===== src/rtl/spi_cfg_pkg.sv =====
// spi_cfg_pkg: shared SPI channel config type, data_in/bus_out field positions and reset value
package spi_cfg_pkg;
  localparam int CFG_SPEED_W = 4;
  localparam int SPEED_LSB = 0;
  localparam int POL_BIT = CFG_SPEED_W;
  localparam int PHASE_BIT = CFG_SPEED_W + 1;
  typedef struct packed {
    logic phase;
    logic polarity;
    logic [CFG_SPEED_W-1:0] speed;
  } spi_cfg_t;
  localparam spi_cfg_t SPI_CFG_RESET = '0;
endpackage


===== src/rtl/spi_sclk_divider.sv =====
// spi_sclk_divider: counts while enable is high and pulses tick for one clk each time count reaches speed (clk, reset_L, enable, speed -> tick)
module spi_sclk_divider #(
  parameter int SPEED_W = 4
) (
  input  logic               clk,
  input  logic               reset_L,
  input  logic               enable,
  input  logic [SPEED_W-1:0] speed,
  output logic               tick
);
  logic [SPEED_W-1:0] count;
  always_ff @(posedge clk or negedge reset_L)
    if (!reset_L) begin
      count <= '0;
      tick  <= 1'b0;
    end else if (!enable) begin
      count <= '0;
      tick  <= 1'b0;
    end else if (count >= speed) begin
      count <= '0;
      tick  <= 1'b1;
    end else begin
      count <= count + 1'b1;
      tick  <= 1'b0;
    end
endmodule


===== src/rtl/spi_config_bank.sv =====
// spi_config_bank: per-channel SPI config bank (bus writes -> shadow, idle commit -> active, muxed to engine/readback, sclk tick)
module spi_config_bank
  import spi_cfg_pkg::*;
#(
  parameter int NUM_CH = 4,
  parameter int SPEED_W = CFG_SPEED_W,
  parameter int DATA_W = 8,
  localparam int ADDR_W = $clog2(NUM_CH)
) (
  input  logic               clk,
  input  logic               reset_L,
  input  logic               wr_L,
  input  logic               config_select_L,
  input  logic               set_inhibit,
  input  logic [ADDR_W-1:0]  addr,
  input  logic [DATA_W-1:0]  data_in,
  output logic [DATA_W-1:0]  bus_out,
  output logic [NUM_CH-1:0]  pending_out,
  input  logic [ADDR_W-1:0]  chan_sel,
  input  logic               engine_busy,
  output logic               serclk_polarity_out,
  output logic               serclk_phase_out,
  output logic [SPEED_W-1:0] serclk_speed_out,
  output logic               sclk_tick
);
  spi_cfg_t shadow [NUM_CH];
  spi_cfg_t active [NUM_CH];
  spi_cfg_t cur;
  logic we;
  logic unused_data;
  assign unused_data = ^data_in;
  assign we = !wr_L && !config_select_L && !set_inhibit;
  always_ff @(posedge clk or negedge reset_L)
    if (!reset_L) begin
      for (int i = 0; i < NUM_CH; i++) begin
        shadow[i] <= SPI_CFG_RESET;
        active[i] <= SPI_CFG_RESET;
      end
      pending_out <= '0;
    end else begin
      for (int i = 0; i < NUM_CH; i++) begin
        if (!engine_busy && pending_out[i]) active[i] <= shadow[i];
        if (we && int'(addr) == i) begin
          shadow[i]      <= spi_cfg_t'(data_in[SPEED_W+1:0]);
          pending_out[i] <= 1'b1;
        end else if (!engine_busy) pending_out[i] <= 1'b0;
      end
    end
  assign cur = (int'(chan_sel) < NUM_CH) ? active[chan_sel] : SPI_CFG_RESET;
  assign bus_out = (int'(addr) < NUM_CH) ? DATA_W'(active[addr]) : '0;
  assign serclk_polarity_out = cur.polarity;
  assign serclk_phase_out = cur.phase;
  assign serclk_speed_out = cur.speed;
  spi_sclk_divider #(.SPEED_W(SPEED_W)) u_div (
    .clk     (clk),
    .reset_L (reset_L),
    .enable  (engine_busy),
    .speed   (serclk_speed_out),
    .tick    (sclk_tick)
  );
endmodule


===== config.mk =====
export PLATFORM = sky130hd
export DESIGN_NAME = spi_config_bank
export DESIGN_NICKNAME = d
export VERILOG_FILES = /design/src/rtl/spi_cfg_pkg.sv /design/src/rtl/spi_sclk_divider.sv /design/src/rtl/spi_config_bank.sv
export SDC_FILE = /design/constraint.sdc
export NUM_CORES = 1
export LEC_CHECK = 0
export ABC_AREA = 0
export ABC_CLOCK_PERIOD_IN_PS = 2310
export CORE_MARGIN = 2
export CORE_UTILIZATION = 54
export CTS_CLUSTER_SIZE = 24
export DETAILED_ROUTE_END_ITERATION = 7
export PLACE_DENSITY_LB_ADDON = 0.3
export SYNTH_ARGS = -nofsm -noshare
export SYNTH_HDL_FRONTEND = slang
export SYNTH_SLANG_ARGS = --single-unit

===== constraint.sdc =====
create_clock -name clk -period 2.31 [get_ports clk]
set_clock_uncertainty 0.15 [all_clocks]
set_input_delay 0.5775 -clock clk [delete_from_list [all_inputs] [get_ports clk]]
set_output_delay 0.5775 -clock clk [all_outputs]
set_load 0.02 [all_outputs]

# --- After elaboration in Yosys (flattened, before gate mapping) ---
# Cells that the tools add are included.
word_totals:
  register_bits: 57
  in_bits: 18
  output_inout_bits: 19
op_classes:
  add_sub_neg: 1
  order_cmp: 3
  n_eq_ne: 7
  mux: 15
  bitwise_logic: 2
  reduce_logical: 15
ops:
  columns: ["cell", "count"]
  rows:
  - ["6-bit binary-select mux with 2-bit select", 2]
  - ["6-bit 2-to-1 mux", 4]
  - ["1-bit logical AND", 10]
  - ["4-bit 2-to-1 mux", 2]
  - ["2-bit by 1-bit != test with 1-bit output (second input constant)", 4]
  - ["1-bit 2-to-1 mux", 7]
  - ["3-bit >= comparator (second input constant)", 2]
  - ["2-bit NOT with 3-bit output", 2]
  - ["4-bit by 1-bit adder with 4-bit output (second input constant)", 1]
  - ["2-bit == test (second input constant)", 2]
  - ["4-bit >= comparator", 1]
  - ["1-bit zero test", 4]
  - ["2-bit by 1-bit == test with 1-bit output (second input constant)", 1]
  - ["2-bit zero test", 1]

# --- Longest topological paths before layout ---
# Gate-level depths: netlist of the first run.
depth:
  ltp_word: 7
  mapped_depth: 7

# --- Modules after synthesis ---
# Synthesis of the first run repeated with hierarchy kept, for this count alone.
unflattened:
  hier_cells: 168
  area_unflattened_um2: 2641.3
by_module_without_submodules:
  columns: ["mod", "n_inst", "cells_per_inst", "area_each_um2", "seq_area_each_um2"]
  rows:
  - ["spi_config_bank", 1, 140, 2337.2, 1301.2]
  - ["spi_sclk_divider", 1, 28, 304.0, 125.1]

# --- Least setup slack after synthesis of the first run ---
# OpenSTA, ideal clock, no wires.
synth_path:
  kind: "input to register"
  start: "input chan_sel[0]"
  end: "register u_div.tick"
  setup_time_ns: 0.119
  t_arrival_ns: 2.140
  t_required_ns: 2.041
  slack_ns: -0.099
  stages: 6
  path_buffers: 1
  cell_sequence: "buf_2 -> mux4_2 -> ha_1 -> nor3b_1 -> o21ai_0 -> and2_1"
synth_between:
  elab_chain_len: 7
synth_lines:
  columns: ["element", "line", "rtl"]
  rows:
  - ["start, declared", "spi_config_bank.sv:19", "input logic [ADDR_W-1:0] chan_sel,"]
  - ["2-bit NOT with 3-bit output (not written as such)", "spi_config_bank.sv:49", "assign cur = (int'(chan_sel) < NUM_CH) ? active[chan_sel] : SPI_CFG_RESET;"]
  - ["6-bit binary-select mux with 2-bit select", "spi_config_bank.sv:49", null]
  - ["6-bit 2-to-1 mux (not written as such) (2 in series)", "spi_config_bank.sv:49", null]
  - ["net serclk_speed_out[0]", "spi_config_bank.sv:23", "output logic [SPEED_W-1:0] serclk_speed_out,"]
  - ["4-bit >= comparator", "spi_sclk_divider.sv:19", "end else if (count >= speed) begin"]
  - ["1-bit 2-to-1 mux", "spi_sclk_divider.sv:19", null]
  - ["1-bit 2-to-1 mux", "spi_sclk_divider.sv:16", "end else if (!enable) begin"]
  - ["end signal, assigned", "spi_sclk_divider.sv:15", "tick <= 1'b0;"]
  - ["end signal, assigned", "spi_sclk_divider.sv:18", "tick <= 1'b0;"]
  - ["end signal, assigned", "spi_sclk_divider.sv:21", "tick <= 1'b1;"]
  - ["end, declared", "spi_sclk_divider.sv:9", "output logic tick"]
# The timed path passes the listed nets, and every way through them passes these cells. The select of a mux whose other input is x is not followed.
# A chain may end at the register's enable or synchronous reset.

# --- Final worst setup path of the first run ---
layout_path:
  start: "input addr[0]"
  end: "output bus_out[5]"
layout_between:
  elab_chain_len: 4
layout_lines:
  columns: ["element", "line", "rtl"]
  rows:
  - ["start, declared", "spi_config_bank.sv:15", "input logic [ADDR_W-1:0] addr,"]
  - ["2-bit NOT with 3-bit output (not written as such)", "spi_config_bank.sv:50", "assign bus_out = (int'(addr) < NUM_CH) ? DATA_W'(active[addr]) : '0;"]
  - ["6-bit binary-select mux with 2-bit select", "spi_config_bank.sv:50", null]
  - ["6-bit 2-to-1 mux (not written as such) (2 in series)", "spi_config_bank.sv:50", null]
  - ["end, declared", "spi_config_bank.sv:17", "output logic [DATA_W-1:0] bus_out,"]
# No other way between the ends. The select of a mux whose other input is x is not followed.

==> run summary, run 1 <==
Run status = finished clean
Share of cells above drive strength 1 = 50.2%
Antenna diodes = 0
Final Hold Vio Count = 0
Top FF cell, synth = dfrtp_1
Clk_lat worst skew = 340 ps
Post-DP Area = 3120 um2
Synth Area per Inst = 15.3 um2
First-pass GRT wire length = 9020 um
Post-Syn Instances = 167
RSZ-0062 raised after global routing = no
Number of synthesized flops with an enable pin = 0
Initial core utilization = 54.9%
Slowest CP cell = mux4_2
Asr flop ratio synth = 100%
Clock Sink Count = 57
Vias in the first global route = 1,760
I/O pin cnt = 37
Synthesis Warnings = 0
Row Count = 25
Final HPWL DP = 3770 um
DRC = 0
Largest net degree at the start of global routing = 58
Crit path kind = primary input to primary output
Fin crit share = 95.9%
Lkg Pwr = 1.52 nW
Final Max Tran Viols = 0
DRT iter0 DRCs = 69
Netlist cell types = 25
Post-CTS Hold Buffers = 0
Place WS = -743 ps
Hold Worst Slack = 74.3 ps
WP data arrival = 1490 ps
Worst setup SP type = primary input
RePlAce Congestion = 0.870
Min-Delay Path Class = primary input to async pin
Fin area = 3250 um2
1st-pass router iterations = 4
Setup WS post-layout = 93.7 ps
WP data required = 1580 ps
CTS tree = done
Final wirelength = 5340 um
Max-cap viol count = 0
Pwr Density = 940 nW/um2
VDD IR-drop max = 0.000580 V
Fmax = 451 MHz
Die height = 72.9 um
Number of nets in the layout = 246
Tot GR Track Use = 24.2%
CTS root buffer = clkbuf_8
Die X = 72.9 um
Worst-path maximum fanout = 7
Number of CTS-inserted buffers = 9
Drt wl/cell = 19.1 um
DIE AREA = 5310 um2
Via count = 1,550
Critical path's largest stage delay = 520 ps
Seq cells post-synth = 57
Leading cell type in the layout, fill and taps excluded = dfrtp_1
Fin crit period = 2220 ps
Commonest non-fill, non-tap cells in the layout = dfrtp_1, mux2_2, buf_4
Setup crit end kind = primary output
Area of the mapped netlist = 2560 um2
CTS H-tree lvls = 3
Sum of negative setup slack = 0 ps
Crit path cell chain = buf_2 -> buf_12 -> mux4_2 -> buf_6
Final setup fails = 0
Area growth syn-to-layout = 27.1%
IO buf count = 32
Core ar. = 4660 um2
Grt ovf = 0
Clk buf depth = 2
Via-to-Cell Ratio = 5.56
Clock-pin slew on the worst setup and hold paths = 70 ps
Post-route ant nets = 0
Initial antenna violation count = 0
Post-synthesis sequential area ratio = 55.7%
-- critical path: cells and delay by family --
kind | cells | cell delay [ps]
buffers and inverters | 3 | 390
multiplexers | 1 | 520
-- Yosys cell counts, types with 2 or more instances --
cell | n | share of area (%)
buf_4 | 3 | 0.88
clkbuf_1 | 5 | 0.73
nor2_1 | 4 | 0.59
nand3_1 | 2 | 0.39
buf_2 | 3 | 0.59
o211ai_1 | 2 | 0.59
nor2b_1 | 4 | 0.98
mux2_2 | 48 | 21
a21o_1 | 2 | 0.59
nand2_1 | 4 | 0.59
ha_1 | 5 | 2.4
mux4_2 | 12 | 11
inv_1 | 5 | 0.73
dfrtp_1 | 57 | 56
-- registers in the layout, summed over array words and instances (netlist names) --
signal	count
u_div.count	4
u_div.tick	1
pending_out	4
shadow	24
active	24
-- report_power, final --
group	total [W]	switching (W)	internal, W
combinational	0.000883	0.000377	0.000506
sequential	0.00142	0.000160	0.00126
clock	0.000758	0.000359	0.000399
-- path summary, 6_finish.rpt --
path                            slack [ps]  cells after the start                        to              startpoint
max in group asynchronous             1670                      2     shadow[1]$_DFFE_PN0P_                 reset_L
worst min register to register         350                      1    active[21]$_DFFE_PN0P_  shadow[21]$_DFFE_PN0P_
worst max-delay path                    90                      4                bus_out[5]                 addr[0]
worst min-delay path                    70                      2      u_div.tick$_DFF_PN0_                 reset_L
worst max register to register         210                      6  u_div.count[0]$_DFF_PN0_   active[0]$_DFFE_PN0P_
min in group clk                       350                      1    active[21]$_DFFE_PN0P_  shadow[21]$_DFFE_PN0P_
-- logic make-up (layout without fill, tap and decap cells) --
family	count (synthesis)	count (layout)	share of synthesized area (%)
and+or+nand+nor	20	20	4.84
DFF	57	57	55.7
other	1	2	0.146
adders and majority gates	5	5	2.44
AOI/OAI and AO/OA	6	6	1.56
muxes	60	60	31.7
xor gates and xnor gates	2	2	0.684
buffers and inverters	16	73	2.93
-- stage by stage --
| stage | utilization, % | std cells | power (W) |
|---|---|---|---|
| after CTS | 69.8 | 279 | 0.00309 |
| after global placement | 66.8 | 264 | 0.00228 |
| after floorplan | - | 168 | 0.00196 |
| after global routing | 69.8 | 279 | 0.00324 |
| after detailed placement | 66.8 | 264 | 0.00234 |
| final | 69.8 | 279 | 0.00306 |
-- timing repair --
action / 4_1_cts / 5_1_grt
buffers inserted: 2 / 0
endpoints found under the setup margin: 17 / 0
gates resized for setup: 72 / 0
endpoints found under the hold margin: 0 / 0
-- cell type report --
cell class	instances	area [um2]
multi-input cells	95	1080
fillers	315	1410
inverters	5	18.8
clock buffers	12	145
well taps	54	67.6
clock inverters	1	5.00
repair buffers	55	510
flip-flops and latches	57	1430
-- metal layers --
metal,part of all wire (%),global-route usage [%]
met1,43,31.5
met3,3.7,6.91
met2,50,37.3
met4,2.6,12.3
met5,0,0
Note: power is estimated with default switching activity, not from simulation.
==> run 2: changes to the inputs <==
CORE_MARGIN = 1.5   (was 2)
SYNTH_HIERARCHICAL = 1   (was not set)
==> run 2 against run 1 <==
Critical path depth did not move. Sequential share of layout area fell by 1.2 points. Die area rose by 0.23%. Register-to-register slack improved by 40 ps. Cell count rose by 5.0%. Clock-buffer cell count rose by 1. Utilization rose by 0.98 points. Largest cell class unchanged.
==> run summary, run 2 <==
Run status = finished clean
Area contributors post-synth = dfrtp_1, mux2_2, mux4_1
1st-pass router iterations = 6 (+2)
DIE AREA = 5320 um2 (+0.23%)
VDD IR-drop max = 0.000592 V (+2.1%)
WP data required = 1580 ps (about the same)
Netlist cell types = 30 (+20%)
Initial core utilization = 55.9% (+0.99 points)
Post-synth top cells = dfrtp_1, mux2_2, mux2_4, mux4_1, mux4_2
Asr flop ratio synth = 100% (unchanged)
CTS H-tree lvls = 3 (unchanged)
R2R setup slack = 250 ps (+40 ps)
Seq cells post-synth = 57 (unchanged)
Final Max Tran Viols = 0 (unchanged)
Most numerous cell in the Yosys netlist = dfrtp_1
Vias in the first global route = 1,825 (+3.7%)
CTS root buffer = clkbuf_8
Number of CTS-inserted buffers = 9 (unchanged)
Number of synthesized flops with an enable pin = 0 (unchanged)
Max-cap viol count = 0 (unchanged)
Lkg Pwr = 1.58 nW (+3.7%)
Clk_lat worst skew = 330 ps (about the same)
DRT iter0 DRCs = 63 (-8.7%)
Worst setup SP type = primary input
WP data arrival = 1550 ps (+60 ps)
PostCTS Resize Cnt = 69 (-4.2%)
Post-CTS Setup Inserts = 0 (-2)
Post-route ant nets = 0 (unchanged)
Grt ovf = 0 (unchanged)
Worst Setup SP = addr[0]
Final wirelength = 5850 um (+9.5%)
Synthesis Warnings = 6 (+6)
RePlAce Congestion = 0.842 (-3.1%)
IO buf count = 32 (unchanged)
Initial antenna violation count = 0 (unchanged)
Fin area = 3340 um2 (+2.8%)
Pwr Density = 975 nW/um2 (+3.8%)
Number of nets in the layout = 244 (-0.81%)
Area of the mapped netlist = 2640 um2 (+3.2%)
I/O pin cnt = 37 (unchanged)
Core ar. = 4720 um2 (+1.3%)
CTS tree = done
Via-to-Cell Ratio = 5.38 (-3.2%)
Post-CTS Hold Buffers = 0 (unchanged)
Leading cell type in the layout, fill and taps excluded = dfrtp_1
Fin crit share = 98.5% (+2.5 points)
Largest area contributor in the netlist = dfrtp_1
Final setup fails = 0 (unchanged)
Die height = 72.9 um (+0.12%)
Commonest non-fill, non-tap cells in the layout = dfrtp_1, mux2_2, clkdlybuf4s50_1, buf_4, buf_2
Die X = 72.9 um (+0.12%)
Top FF cell, synth = dfrtp_1
Min-Delay Path Class = primary input to async pin
Final Hold Vio Count = 0 (unchanged)
Row Count = 25 (unchanged)
Drt wl/cell = 20.0 um (+4.3%)
Tot GR Track Use = 25.3% (+1.1 points)
Post-DP Area = 3180 um2 (+2.1%)
Post-synthesis sequential area ratio = 54.0% (-1.7 points)
Post-Syn Instances = 168 (+0.60%)
Clock Sink Count = 57 (unchanged)
Post-synth top area share = 54.0% (-1.7 points)
Fmax = 440 MHz (-2.6%)
Via count = 1,576 (+1.7%)
Sum of negative setup slack = 0 ps (unchanged)
Final HPWL DP = 4020 um (+6.8%)
Synth Area per Inst = 15.7 um2 (+2.6%)
Fin crit period = 2280 ps (+58.8 ps)
Largest regs = active x24, shadow x24
Antenna diodes = 0 (unchanged)
DRC = 0 (unchanged)
RSZ-0062 raised after global routing = no
Share of cells above drive strength 1 = 49.6% (-0.66 points)
Reg2reg start = active[1]$_DFFE_PN0P_
Clk buf depth = 2 (unchanged)
Setup crit end kind = primary output
Largest net degree at the start of global routing = 43 (-26%)
Crit path kind = primary input to primary output
Clock-pin slew on the worst setup and hold paths = 60 ps (about the same)
Area growth syn-to-layout = 26.6%
Worst-path maximum fanout = 5 (-2)
First-pass GRT wire length = 9600 um (+6.4%)
Total power draw = 0.00326 W (+6.6%)
==> run 2: kinds of logic after synthesis <==
group	after synthesis	share of synthesized area, %
other cells	1	0.142
xor+xnor	2	0.663
simple gates	21	5.12
fa+ha+maj	5	2.37
buf+inv	16	3.27
mux	60	32.4
flops	57	54.0
compound gates	6	2.04
==> run 2: final timing paths <==
check | endpoint | cells past startpoint
max | bus_out[0] | 4
min | pending_out[3]$_DFFE_PN0P_ | 1
max reg2reg | u_div/count[1]$_DFF_PN0_ | 7
min reg2reg | u_div/count[0]$_DFF_PN0_ | 1
max in group asynchronous | shadow[15]$_DFFE_PN0P_ | 2
min in group clk | u_div/count[0]$_DFF_PN0_ | 1
==> run 2: critical path, stage by stage <==
cell and delay [ps]:
buf_4 130, buf_12 130, mux4_1 540, buf_2 170
==> run 2: per-layer routing <==
layer	wire, um	vias to the layer above	track usage, %	share of wire [%]
li1	-	712	-	-
met2	3190	37	45.1	55
met1	2340	815	29.5	40
met4	124	0	9.01	2.1
met3	187	12	6.63	3.2
met5	0	-	0	0
==> run 2: cell type report <==
cell class,instances,area [um2]
Timing Repair Buffer,52,488
Sequential cell,57,1430
Clock inverter,3,40.0
Inverter,5,18.8
Multi-Input combinational cell,96,1140
Tap cell,67,83.8
Fill cell,326,1380
Clock buffer,13,149
==> run 2: where the power goes <==
part / switching [W] / internal [W]
logic: 0.000395 / 0.000522
clock network: 0.000379 / 0.000525
registers: 0.000182 / 0.00126
total: 0.000956 / 0.00230
==> run 2: through the flow <==
stage / setup slack [ps] / cells / utilization (%) / hold WS (ps)
5_1_grt: 13.4 / 293 / 70.8 / 30.3
3_5_place_dp: -777 / 276 / 67.4 / 333
4_1_cts: 25.5 / 293 / 70.8 / 13.4
6_report: 34.9 / 293 / 70.8 / 12.3
2_1_floorplan: 12.4 / 169 / - / 132
3_3_place_gp: -753 / 276 / 67.4 / 325
